===== src/rtl/nibble_serial_add_ctrl_if.sv =====
// Request-side interface of nibble_serial_add_ctrl.
// The requester drives start/a/b/cin. The sequencer returns busy/done/sum/cout.
interface nibble_serial_add_ctrl_if #(
    parameter int NIBBLES = 4
);
    localparam int W = 4 * NIBBLES;

    logic         start;
    logic [W-1:0] a;
    logic [W-1:0] b;
    logic         cin;
    logic         busy;
    logic         done;
    logic [W-1:0] sum;
    logic         cout;

    modport master (
        output start, a, b, cin,
        input  busy, done, sum, cout
    );

    modport slave (
        input  start, a, b, cin,
        output busy, done, sum, cout
    );
endinterface


===== src/rtl/nibble_serial_add_ctrl.sv =====
// nibble_serial_add_ctrl
// Performs a 4*NIBBLES-bit addition through one shared external 4-bit adder
// slice. It processes one nibble per clock, starting with the LSB, and keeps
// the carry between nibbles in a register.
// Optional feature: define OVERFLOW_DETECT_EN to add the ovf_o port, which
// reports signed two's-complement overflow of the result.
module nibble_serial_add_ctrl #(
    parameter int NIBBLES = 4
) (
    input  logic                      clk_i,
    input  logic                      rst_i,
    nibble_serial_add_ctrl_if.slave   req,
    output logic [3:0]                add_x_o,
    output logic [3:0]                add_y_o,
    output logic                      add_cin_o,
    input  logic [3:0]                add_s_i,
    input  logic                      add_cout_i
`ifdef OVERFLOW_DETECT_EN
    ,
    output logic                      ovf_o
`endif
);
    localparam int W  = 4 * NIBBLES;
    localparam int IW = (NIBBLES > 1) ? $clog2(NIBBLES) : 1;
    localparam logic [IW-1:0] LAST_IDX = IW'(NIBBLES - 1);

    typedef enum logic [1:0] {
        S_IDLE = 2'd0,
        S_RUN  = 2'd1,
        S_DONE = 2'd2
    } state_t;

    state_t        state_q, state_d;
    logic [IW-1:0] idx_q,   idx_d;
    logic          carry_q, carry_d;
    logic [W-1:0]  opa_q,   opa_d;
    logic [W-1:0]  opb_q,   opb_d;
    logic [W-1:0]  sum_q,   sum_d;
    logic          cout_q,  cout_d;
    logic          busy_q,  busy_d;
    logic          done_q,  done_d;
    logic          accept_s;
`ifdef OVERFLOW_DETECT_EN
    logic          ovf_q,   ovf_d;
`endif

    // Bit offset of the current nibble (idx*4).
    logic [IW+1:0] nib_base_s;
    assign nib_base_s = {idx_q, 2'b00};

    // The slice always sees the current nibble of the held operands.
    assign add_x_o   = opa_q[nib_base_s +: 4];
    assign add_y_o   = opb_q[nib_base_s +: 4];
    assign add_cin_o = carry_q;

    assign req.busy = busy_q;
    assign req.done = done_q;
    assign req.sum  = sum_q;
    assign req.cout = cout_q;
`ifdef OVERFLOW_DETECT_EN
    assign ovf_o    = ovf_q;
`endif

    // Next-state, datapath and status computation for the IDLE/RUN/DONE sequencer.
    always_comb begin
        state_d = state_q;
        idx_d   = idx_q;
        carry_d = carry_q;
        opa_d   = opa_q;
        opb_d   = opb_q;
        sum_d   = sum_q;
        cout_d  = cout_q;
`ifdef OVERFLOW_DETECT_EN
        ovf_d   = ovf_q;
`endif
        // A new request is accepted only when no operation is in flight.
        accept_s = req.start && ((state_q == S_IDLE) || (state_q == S_DONE));

        if (accept_s) begin
            opa_d   = req.a;
            opb_d   = req.b;
            carry_d = req.cin;
            idx_d   = '0;
            sum_d   = '0;
            cout_d  = 1'b0;
`ifdef OVERFLOW_DETECT_EN
            ovf_d   = 1'b0;
`endif
            state_d = S_RUN;
        end else begin
            case (state_q)
                S_IDLE: begin
                    state_d = S_IDLE;
                end
                S_RUN: begin
                    // Write the result nibble in place and chain the carry.
                    sum_d[nib_base_s +: 4] = add_s_i;
                    carry_d = add_cout_i;
                    if (idx_q == LAST_IDX) begin
                        cout_d  = add_cout_i;
                        idx_d   = '0;
`ifdef OVERFLOW_DETECT_EN
                        ovf_d   = (opa_q[W-1] == opb_q[W-1]) && (add_s_i[3] != opa_q[W-1]);
`endif
                        state_d = S_DONE;
                    end else begin
                        idx_d   = idx_q + 1'b1;
                        state_d = S_RUN;
                    end
                end
                S_DONE: begin
                    state_d = S_IDLE;
                end
                default: begin
                    state_d = S_IDLE;
                end
            endcase
        end

        busy_d = (state_d == S_RUN);
        done_d = (state_d == S_DONE);
    end

    // State and datapath registers with synchronous active-high reset.
    always_ff @(posedge clk_i) begin
        if (rst_i) begin
            state_q <= S_IDLE;
            idx_q   <= '0;
            carry_q <= 1'b0;
            opa_q   <= '0;
            opb_q   <= '0;
            sum_q   <= '0;
            cout_q  <= 1'b0;
            busy_q  <= 1'b0;
            done_q  <= 1'b0;
`ifdef OVERFLOW_DETECT_EN
            ovf_q   <= 1'b0;
`endif
        end else begin
            state_q <= state_d;
            idx_q   <= idx_d;
            carry_q <= carry_d;
            opa_q   <= opa_d;
            opb_q   <= opb_d;
            sum_q   <= sum_d;
            cout_q  <= cout_d;
            busy_q  <= busy_d;
            done_q  <= done_d;
`ifdef OVERFLOW_DETECT_EN
            ovf_q   <= ovf_d;
`endif
        end
    end
endmodule


===== src/flat_wrapper.sv =====
// flat-port wrapper written by rule: the top's interface ports become plain ports
module nibble_serial_add_ctrl_flat 
#(
    parameter int NIBBLES = 4
)
  (clk_i, rst_i, add_x_o, add_y_o, add_cin_o, add_s_i, add_cout_i, req_start, req_a, req_b, req_cin, req_busy, req_done, req_sum, req_cout);
  nibble_serial_add_ctrl_if #(.NIBBLES(NIBBLES)) req_i ();
  input  logic clk_i;
  input  logic rst_i;
  output logic [3:0] add_x_o;
  output logic [3:0] add_y_o;
  output logic add_cin_o;
  input  logic [3:0] add_s_i;
  input  logic add_cout_i;
  input wire logic [$bits(req_i.start)-1:0] req_start;
  input wire logic [$bits(req_i.a)-1:0] req_a;
  input wire logic [$bits(req_i.b)-1:0] req_b;
  input wire logic [$bits(req_i.cin)-1:0] req_cin;
  output wire logic [$bits(req_i.busy)-1:0] req_busy;
  output wire logic [$bits(req_i.done)-1:0] req_done;
  output wire logic [$bits(req_i.sum)-1:0] req_sum;
  output wire logic [$bits(req_i.cout)-1:0] req_cout;
  assign req_i.start = req_start;
  assign req_i.a = req_a;
  assign req_i.b = req_b;
  assign req_i.cin = req_cin;
  assign req_busy = req_i.busy;
  assign req_done = req_i.done;
  assign req_sum = req_i.sum;
  assign req_cout = req_i.cout;
  nibble_serial_add_ctrl #(.NIBBLES(NIBBLES)) u_core (.clk_i(clk_i), .rst_i(rst_i), .req(req_i), .add_x_o(add_x_o), .add_y_o(add_y_o), .add_cin_o(add_cin_o), .add_s_i(add_s_i), .add_cout_i(add_cout_i));
endmodule

===== config.mk =====
export PLATFORM = sky130hd
export DESIGN_NAME = nibble_serial_add_ctrl_flat
export DESIGN_NICKNAME = d
export VERILOG_FILES = /design/src/rtl/nibble_serial_add_ctrl_if.sv /design/src/rtl/nibble_serial_add_ctrl.sv /design/src/flat_wrapper.sv
export SDC_FILE = /design/constraint.sdc
export NUM_CORES = 1
export LEC_CHECK = 0
export ABC_AREA = 1
export CAP_MARGIN = 10
export CORE_MARGIN = 3
export CORE_UTILIZATION = 42
export CTS_CLUSTER_DIAMETER = 80
export DETAILED_ROUTE_END_ITERATION = 10
export PLACE_DENSITY = 0.86
export REMOVE_ABC_BUFFERS = 1
export SETUP_SLACK_MARGIN = 0.4
export SLEW_MARGIN = 20
export SYNTH_ARGS = -nofsm -noshare
export SYNTH_HDL_FRONTEND = slang
export SYNTH_SLANG_ARGS = --single-unit

===== constraint.sdc =====
create_clock -name clk_i -period 1.8 [get_ports clk_i]
set_clock_uncertainty 0.15 [all_clocks]
set_input_delay 0.36 -clock clk_i [delete_from_list [all_inputs] [get_ports clk_i]]
set_output_delay 0.36 -clock clk_i [all_outputs]
set_load 0.01 [all_outputs]

==> out/qor.csv <==
metric,value,unit
pwr dens,771,nW/µm²
crit path max-delay cell type,dfxtp_4,
sequential area share after synthesis,47.3,%
Worst Path Arrival,1280,ps
DRT iter0 DRCs,104,
Inserted Clock Buffers,5,
first-pass GRT wire length,10300,µm
drc violations,0,
Post-Syn Area per Cell,7.41,µm²
cts hold-fix bufs,0,
unrepaired setup endpoints after global routing,yes,
Nets,459,
Unique masters post-synth,20,
Die H,81.1,µm
share of cells above drive strength 1,36.8,%
Worst Hold Class,in -> reg,
die area,6580,µm²
IO buf count,68,
vias,2469,
final critical-path required period,1790,ps
gr usage total,20.1,%
final hold vios,0,
most frequent cell after synthesis,nor2_1,
"Async S/R FF share, synth",0,%
CORE AREA,5270,µm²
Congestion Overflow GR,0,
"Design Area, Final",3740,µm²
CP Cell Sequence,inv_6 -> buf_16 -> nor2_2 -> o22ai_1 -> buf_2,
"top cells by area, synth","dfxtp_1, nor2_1, o21ai_0, nand2_1, a21oi_2",
Detailed Routing Iterations Pass 1,4,
ant diodes,0,
Post-DRT Antenna Nets,0,
worst-skew pair later-pin latency,310,ps
Initial Util,45.0,%
Leak Pwr,1.55,nW
total clock sinks,56,
IO Pins,69,
Synth Cell Area,2370,µm²
"Top FF cell, synth",dfxtp_1,
"Reg clk slew, reported paths",90,ps
Critical Path End Type,output port,
initial antenna violation count,0,
clock buffer depth,2,
critical path's largest stage delay,390,ps
Ys Warns,0,
max-cap viol count,0,
period utilization,99.6,%
WS Path Type,reg -> out,
layout overhead on the synthesized area,57.8,%
final setup violating endpoints,0,
fraction of post-synthesis cell area in the top cell type by area,47.3,%
final WL,7050,µm
CTS H-tree lvls,2,
vias in the first global route,2278,
GPL Wtd Cong,0.900,
wire length per cell,14.6,µm
Post-synth top cells,"nor2_1, dfxtp_1, o21ai_0",
row count,26,
DP Area,3230,µm²
worst slew pin tran,280,ps
Synth Instances,320,
largest net degree at the start of global routing,34,
Max Freq,558,MHz
root buf cell,clkbuf_8,
post-synth top area cell,dfxtp_1,
chip width,81.1,µm
CP required,1290,ps
CP startpoint kind,register,
Post-synth EDFFs,0,
CP Max Fanout,8,
"FF+latch count, synth",56,
vias per std cell,5.11,
CTS tree,done,
slew margin rel.,81.1,%
post-layout util,71.0,%
Final Max Tran Viols,0,
DP HPWL,4190,µm
maximum VDD drop,529,µV
status,completed,
-- kinds of logic after synthesis --
logic type               share of synthesized area [%]
AND/OR/NAND/NOR                                   24.3
adder cells (fa/ha/maj)                           3.17
buffers and inverters                             5.96
AO/OA/AOI/OAI                                     19.3
flip-flops                                        47.3
-- final cells by class --
class                   instances  area, µm²
clock inverters                 1       30.0
multi-input cells             231       1360
clock buffers                   7       96.3
repair inverters                1       6.26
well taps                      70       87.6
flip-flops and latches         56       1150
inverters                      19       88.8
fillers                       403       1530
repair buffers                 98        917
-- report_power, final --
part	internal [mW]	switching, mW
combinational	0.304	0.318
sequential	1.31	0.0613
clock	0.491	0.399
total	2.11	0.779
-- timing repair --
action,in CTS,in global routing
buffers inserted,1,12
pin swaps,18,10
setup endpoints to repair,52,82
resized for setup,142,75
gates cloned,4,0
hold endpoints to repair,0,0
-- flip-flops by register name (all words and copies together) (netlist names) --
signal            cells
u_core.idx_q          2
u_core.state_q        2
u_core.req.sum       16
u_core.req.busy       1
u_core.opb_q         16
u_core.add_cin_o      1
u_core.req.cout       1
u_core.opa_q         16
u_core.req.done       1
-- critical path: cells and delay by family, from the launching register on --
kind / cells / cell delay, ps
buffers and inverters: 3 / 380
AND/OR/NAND/NOR: 1 / 40
flip-flops: 1 / 390
AO/OA/AOI/OAI: 1 / 170
-- final timing paths --
path	start	to	slack [ps]	cells past startpoint
setup / recovery	u_core.idx_q[0]	add_x_o[1]	6	5
hold / removal	req_start	u_core.state_q[0]	320	3
setup reg to reg	u_core.idx_q[0]	u_core.req.sum[10]	180	7
hold reg to reg	u_core.req.sum[0]	u_core.req.sum[0]	330	2
-- layout by cell type (no fill, tap or decap), drive strengths merged --
cell	n
o22ai	8
inv	19
clkinv	1
ha	6
or2	1
buf	47
dfxtp	56
nor3	1
clkbuf	12
bufinv	1
nand2	42
nor2	90
bufbuf	1
dlymetal6s2s	1
a21oi	23
clkdlybuf4s50	39
clkdlybuf4s15	5
o21ai	51
nand3	9
-- metrics by stage --
step	TNS, ps	std cells	power (mW)	hold slack (ps)	setup WS (ps)
global placement	-855	458	1.87	303	-64.5
CTS	0	471	2.79	323	25.1
detailed placement	-1620	458	1.88	308	-115
finish	0	483	2.89	317	6.43
global route	-198	483	3.00	320	-34.6
floorplan	-4850	306	1.61	279	-321
-- layer usage --
metal | track usage, % | vias up | share of wire, %
met5 | 0 | - | 0
met4 | 4.90 | 0 | 1.3
met3 | 4.88 | 12 | 5.7
met2 | 36.5 | 95 | 53
met1 | 23.7 | 1142 | 40
li1 | - | 1220 | -
Power figures use the tool's default switching activity.
